### src/rtl/calc_sequencer.sv
// Command sequencer: collects two keypad digits into R0/R1, runs the ALU on them
// and writes the 8-bit result back to the destination register.
module calc_sequencer #(
  parameter logic [23:0] TIMEOUT = 24'd10_000_000
) (
  input  logic       clk,
  input  logic       reset,
  input  logic       cmd_valid,
  output logic       cmd_ready,
  input  logic [1:0] cmd_op,
  input  logic [1:0] cmd_dst,
  input  logic       abort,
  input  logic       key_valid,
  input  logic [3:0] key_code,
  output logic       reg_wr_en,
  output logic [1:0] reg_wr_addr,
  output logic [7:0] reg_wr_data,
  output logic [1:0] reg_rd_addr_a,
  output logic [1:0] reg_rd_addr_b,
  output logic [1:0] alu_op,
  input  logic [7:0] alu_result,
  input  logic       alu_zero,
  input  logic       alu_carry,
  output logic [7:0] result,
  output logic       zero_out,
  output logic       carry_out,
  output logic       busy,
  output logic       done,
  output logic       err,
  output logic [2:0] dbg_state
);

  typedef enum logic [2:0] {
    S_IDLE      = 3'd0,
    S_WAIT_A    = 3'd1,
    S_WAIT_B    = 3'd2,
    S_SETTLE    = 3'd3,
    S_EXEC      = 3'd4,
    S_WRITEBACK = 3'd5,
    S_DONE      = 3'd6
  } state_t;

  state_t      state, state_n;
  logic [23:0] cnt, cnt_n;
  logic [1:0]  dst_q;
  logic        accept;
  logic        capture;
  logic        timeout_hit;
  logic        wr_en_n;
  logic [1:0]  wr_addr_n;
  logic [7:0]  wr_data_n;
  logic        done_n;
  logic        err_n;

  // Command handshake: a command transfers on any edge where cmd_valid && cmd_ready.
  assign cmd_ready     = (state == S_IDLE);
  assign busy          = (state != S_IDLE);
  assign accept        = cmd_valid && cmd_ready;
  assign reg_rd_addr_a = 2'd0;
  assign reg_rd_addr_b = 2'd1;
  assign dbg_state     = state;
  assign timeout_hit   = (TIMEOUT != 24'd0) && (cnt == TIMEOUT - 24'd1);

  always_comb begin
    state_n   = state;
    cnt_n     = cnt;
    wr_en_n   = 1'b0;
    wr_addr_n = reg_wr_addr;
    wr_data_n = reg_wr_data;
    done_n    = 1'b0;
    err_n     = 1'b0;
    capture   = 1'b0;
    // abort outranks every other event, so no write or capture follows it
    if (state != S_IDLE && abort) begin
      state_n = S_IDLE;
      err_n   = 1'b1;
    end else begin
      case (state)
        S_IDLE: begin
          if (accept) begin
            state_n = S_WAIT_A;
            cnt_n   = 24'd0;
          end
        end
        S_WAIT_A, S_WAIT_B: begin
          if (key_valid) begin
            state_n   = (state == S_WAIT_A) ? S_WAIT_B : S_SETTLE;
            cnt_n     = 24'd0;
            wr_en_n   = 1'b1;
            wr_addr_n = (state == S_WAIT_A) ? 2'd0 : 2'd1;
            wr_data_n = {4'b0000, key_code};
          end else if (timeout_hit) begin
            state_n = S_IDLE;
            err_n   = 1'b1;
          end else begin
            cnt_n = cnt + 24'd1;
          end
        end
        S_SETTLE: state_n = S_EXEC;
        S_EXEC: begin
          state_n   = S_WRITEBACK;
          capture   = 1'b1;
          wr_en_n   = 1'b1;
          wr_addr_n = dst_q;
          wr_data_n = alu_result;
        end
        S_WRITEBACK: begin
          state_n = S_DONE;
          done_n  = 1'b1;
        end
        S_DONE:  state_n = S_IDLE;
        default: state_n = S_IDLE;
      endcase
    end
  end

  always_ff @(posedge clk) begin
    if (reset) begin
      state       <= S_IDLE;
      cnt         <= 24'd0;
      dst_q       <= 2'd0;
      alu_op      <= 2'd0;
      reg_wr_en   <= 1'b0;
      reg_wr_addr <= 2'd0;
      reg_wr_data <= 8'd0;
      result      <= 8'd0;
      zero_out    <= 1'b0;
      carry_out   <= 1'b0;
      done        <= 1'b0;
      err         <= 1'b0;
    end else begin
      state       <= state_n;
      cnt         <= cnt_n;
      reg_wr_en   <= wr_en_n;
      reg_wr_addr <= wr_addr_n;
      reg_wr_data <= wr_data_n;
      done        <= done_n;
      err         <= err_n;
      if (accept) begin
        alu_op <= cmd_op;
        dst_q  <= cmd_dst;
      end
      if (capture) begin
        result    <= alu_result;
        zero_out  <= alu_zero;
        carry_out <= alu_carry;
      end
    end
  end

endmodule

### config.mk
export PLATFORM = sky130hd
export DESIGN_NAME = calc_sequencer
export DESIGN_NICKNAME = d
export VERILOG_FILES = /design/src/rtl/calc_sequencer.sv
export SDC_FILE = /design/constraint.sdc
export NUM_CORES = 1
export LEC_CHECK = 0
export ABC_AREA = 0
export ABC_CLOCK_PERIOD_IN_PS = 3280
export CAP_MARGIN = 10
export CORE_MARGIN = 2
export CORE_UTILIZATION = 55
export DETAILED_ROUTE_END_ITERATION = 16
export PLACE_DENSITY = 0.89
export SLEW_MARGIN = 20
export SYNTH_ARGS = -nofsm -noshare
export SYNTH_HDL_FRONTEND = slang
export SYNTH_SLANG_ARGS = --single-unit
### constraint.sdc
create_clock -name clk -period 3.28 [get_ports clk]
set_clock_uncertainty 0.05 [all_clocks]
set_input_delay 0.492 -clock clk [delete_from_list [all_inputs] [get_ports clk]]
set_output_delay 0.492 -clock clk [all_outputs]
set_load 0.01 [all_outputs]
==> reports/results.ini <==
[status]
status=complete, no violations

[pwr]
combinationalPowerShare_pct=16.6
p_seq_share_pct=53.4
peakVddDrop_mv=0.259
clkPwrFrac_pct=30.0
swShare_pct=27.3
p_leak_nw=1.11
internal-power_uw=935
p_total_mw=1.29
p_switching_uw=352
p_per_area_mw_per_mm2=385

[worst_hold_path]
hold_start=zero_out$_SDFFE_PP0P_
min_to=zero_out$_SDFFE_PP0P_
hold_class=flop to flop
hold_path_depth=2

[timing]
layout_setup_ws_ns=0.639
setup_viol=0
drv_slew=0
setup_tns_ns=0
rsz0062_at_grt=no
max_freq_mhz=379
worst_slew_pin_slew_ns=0.651
slew_headroom_pct=56.5
hold_viol=0
period_minus_slack_ns=2.64
fin_crit_sh_pct=80.5

[placed_design]
dp_cells=439
pre_cts_slack_ns=0.690
numPortBuffers=52
dp_hpwl_um=5220
dpl-instance-area_mm2=0.00324
place.gp.congestion=0.877

[final_layout]
drive_gt1_share_pct=8.68
post_layout_nonfiller_instances=447
antenna_cells=0
nNetsFinal=403
nFillCells=389
final_area_mm2=0.00334
seqCellArea_mm2=0.00108
area_growth_pct=22.9
multi_input_area_mm2=0.00148

[yosys]
yosysMostFrequentCell=dfxtp_1
syn_area_per_cell_um2=8.09
synthXorXnorAreaFrac_pct=0.322
synth.yosys.seq_area_share_pct=39.8
synthMuxAreaShare_pct=1.52
synth-edff-count=0
netlist_top_cells_area=dfxtp_1 (40%), nand2_1 (6.8%), a21oi_1 (5.7%)
synth_top_family_by_area=simple AND/OR/NAND/NOR gates
yosys_warnings=0
synth_top_area_share_pct=39.8
async_flop_share_pct=0
synth_area_leader_cell=dfxtp_1
synth_compound_area_share_pct=24.6
synth.distinct_cells=60
synth_cells=336
synthFlopType=dfxtp_1
ys_top_cells_by_count=dfxtp_1 (54), nand2_1 (49), a21oi_1 (31), nor2_1 (27)
ys_ff_latch=54
synthAdderAreaFrac_pct=0.460
synth-simple-area-share_pct=27.2
syn_area_mm2=0.00272

[routing]
drc=0
wire_per_inst_um=15.8
dr.pass1.iters=5
viasPerCell=6.02
ant_nets=0
drt-total-wl_um=7070
vias=2689
drt_iter0_markers=227

[floorplan]
die_w_um=74.3
rows=25
die-area_mm2=0.00552
initial_core_util_pct=57.2
die_h_um=74.3
coreArea_mm2=0.00475
ios=57

[worst_setup_path]
r2r-end=cnt[16]$_SDFFE_PP0P_
arrival_ns=2.10
cp_slowest_cell=clkdlybuf4s50_1
path_cells=nor2_1 > nand2_1 > inv_1 > clkdlybuf4s50_1
worst-path-max-fanout=13
cpLargestDelayFamily=simple AND/OR/NAND/NOR gates
r2r_cells=6
r2r_slack_ns=0.82
path_depth=4
end_kind=primary output
path_class=flop to primary output
required_ns=2.74
cp-start-kind=flop
rr_startpoint=cnt[1]$_SDFFE_PP0P_
critPathBufInv=2
max_stage_delay_ns=0.55

[grt]
grt_max_degree=24
grt_overflow=0
grtUsageTotal_pct=26.6
first_global_vias=2408
antenna_found_initial=0
grt_pass1_wl_um=11400

[clock_network]
cts_buffers=5
post_cts_resized=0
post-cts-setup-buffers=0
path_clk_slew_ns=0.10
h-tree-depth=2
ctsHoldBuffers=0
cts.sinks=54
cts_tree=yes
cts_root_buf=clkbuf_8
cts_max_path_buffers=2
insertion_delay_ns=0.31

[flow_run]
drv_cap=0

worst register-to-register path: stages, from the launching register on:
cell and delay [ns]:
dfxtp_1 0.43, ha_1 0.25, nand3_1 0.25, nor4_4 0.57, a311o_2 0.31, o211ai_4 0.21
o221ai_1 0.29
cells in the final DEF, fill, tap and decap left out, types with 3 or more instances in the layout:
cell | Yosys | routed
nand2b_1 | 4 | 4
nand4_1 | 4 | 4
clkbuf_8 | 0 | 6
mux2i_1 | 3 | 3
and3_1 | 5 | 5
a21oi_1 | 31 | 31
a211oi_1 | 3 | 3
conb_1 | 2 | 4
buf_4 | 5 | 4
a311oi_1 | 6 | 6
o21ai_0 | 16 | 16
nor2_1 | 27 | 27
nand2_1 | 49 | 49
clkdlybuf4s50_1 | 0 | 52
inv_1 | 12 | 12
o211ai_2 | 4 | 4
nor3_1 | 14 | 14
or2_2 | 3 | 3
dfxtp_1 | 54 | 54
a31oi_1 | 12 | 12
nand3_1 | 16 | 16
power by group through the flow:
stage / Sequential [mW] / Combinational, mW / Clock [mW]
3_5_place_dp: 0.702 / 0.212 / 0
4_1_cts: 0.687 / 0.213 / 0.396
5_1_grt: 0.690 / 0.232 / 0.417
2_1_floorplan: 0.700 / 0.129 / 0
3_3_place_gp: 0.702 / 0.206 / 0
6_report: 0.688 / 0.213 / 0.386
metal layers:
metal / GRT usage, % / part of all wire, %
met5: 0 / 0
met4: 8.13 / 1.2
met3: 5.15 / 7.2
met2: 42.6 / 49
met1: 36.5 / 42
how the worst max path moves through the flow:
stage | start | endpoint
finish | dbg_state[1]$_SDFFE_PP0P_ | cmd_ready
global route | dbg_state[1]$_SDFFE_PP0P_ | cmd_ready
CTS | dbg_state[0]$_SDFFE_PP0P_ | cmd_ready
detailed placement | key_valid | cnt[20]$_SDFFE_PP0P_
global placement | cmd_valid | cnt[10]$_SDFFE_PP0P_
floorplan | cnt[0]$_SDFFE_PP0P_ | cnt[19]$_SDFFE_PP0P_
flip-flops by register name, indices dropped and copies added, names as in the netlist:
name and cells:
reg_wr_addr 2, zero_out 1, dst_q 2, cnt 24
carry_out 1, reg_wr_data 8, dbg_state 3, result 8
err 1, alu_op 2, done 1, reg_wr_en 1
kinds of logic (layout without fill, tap and decap cells):
| kind of cell | Yosys count | count (layout) |
|---|---|---|
| simple gates | 145 | 145 |
| compound gates | 95 | 95 |
| flops | 54 | 54 |
| buf+inv | 34 | 76 |
| mux | 4 | 4 |
| other cells | 2 | 4 |
| fa+ha+maj | 1 | 1 |
| xor+xnor | 1 | 1 |
per-stage QoR:
step,hold slack (ns),util [%]
finish,0.408,70.2
global route,0.431,70.2
detailed placement,0.397,68.2
floorplan,0.380,-
global placement,0.392,68.2
CTS,0.409,70.2
area by class of cell:
cell class | count | area share [%]
clock inverters | 2 | 0.375
well taps | 67 | 2.51
clock buffers | 6 | 2.47
multi-input cells | 250 | 44.4
flip-flops and latches | 54 | 32.4
inverters | 12 | 1.35
repair buffers | 56 | 16.5
Note: power is estimated with default switching activity, not from simulation.
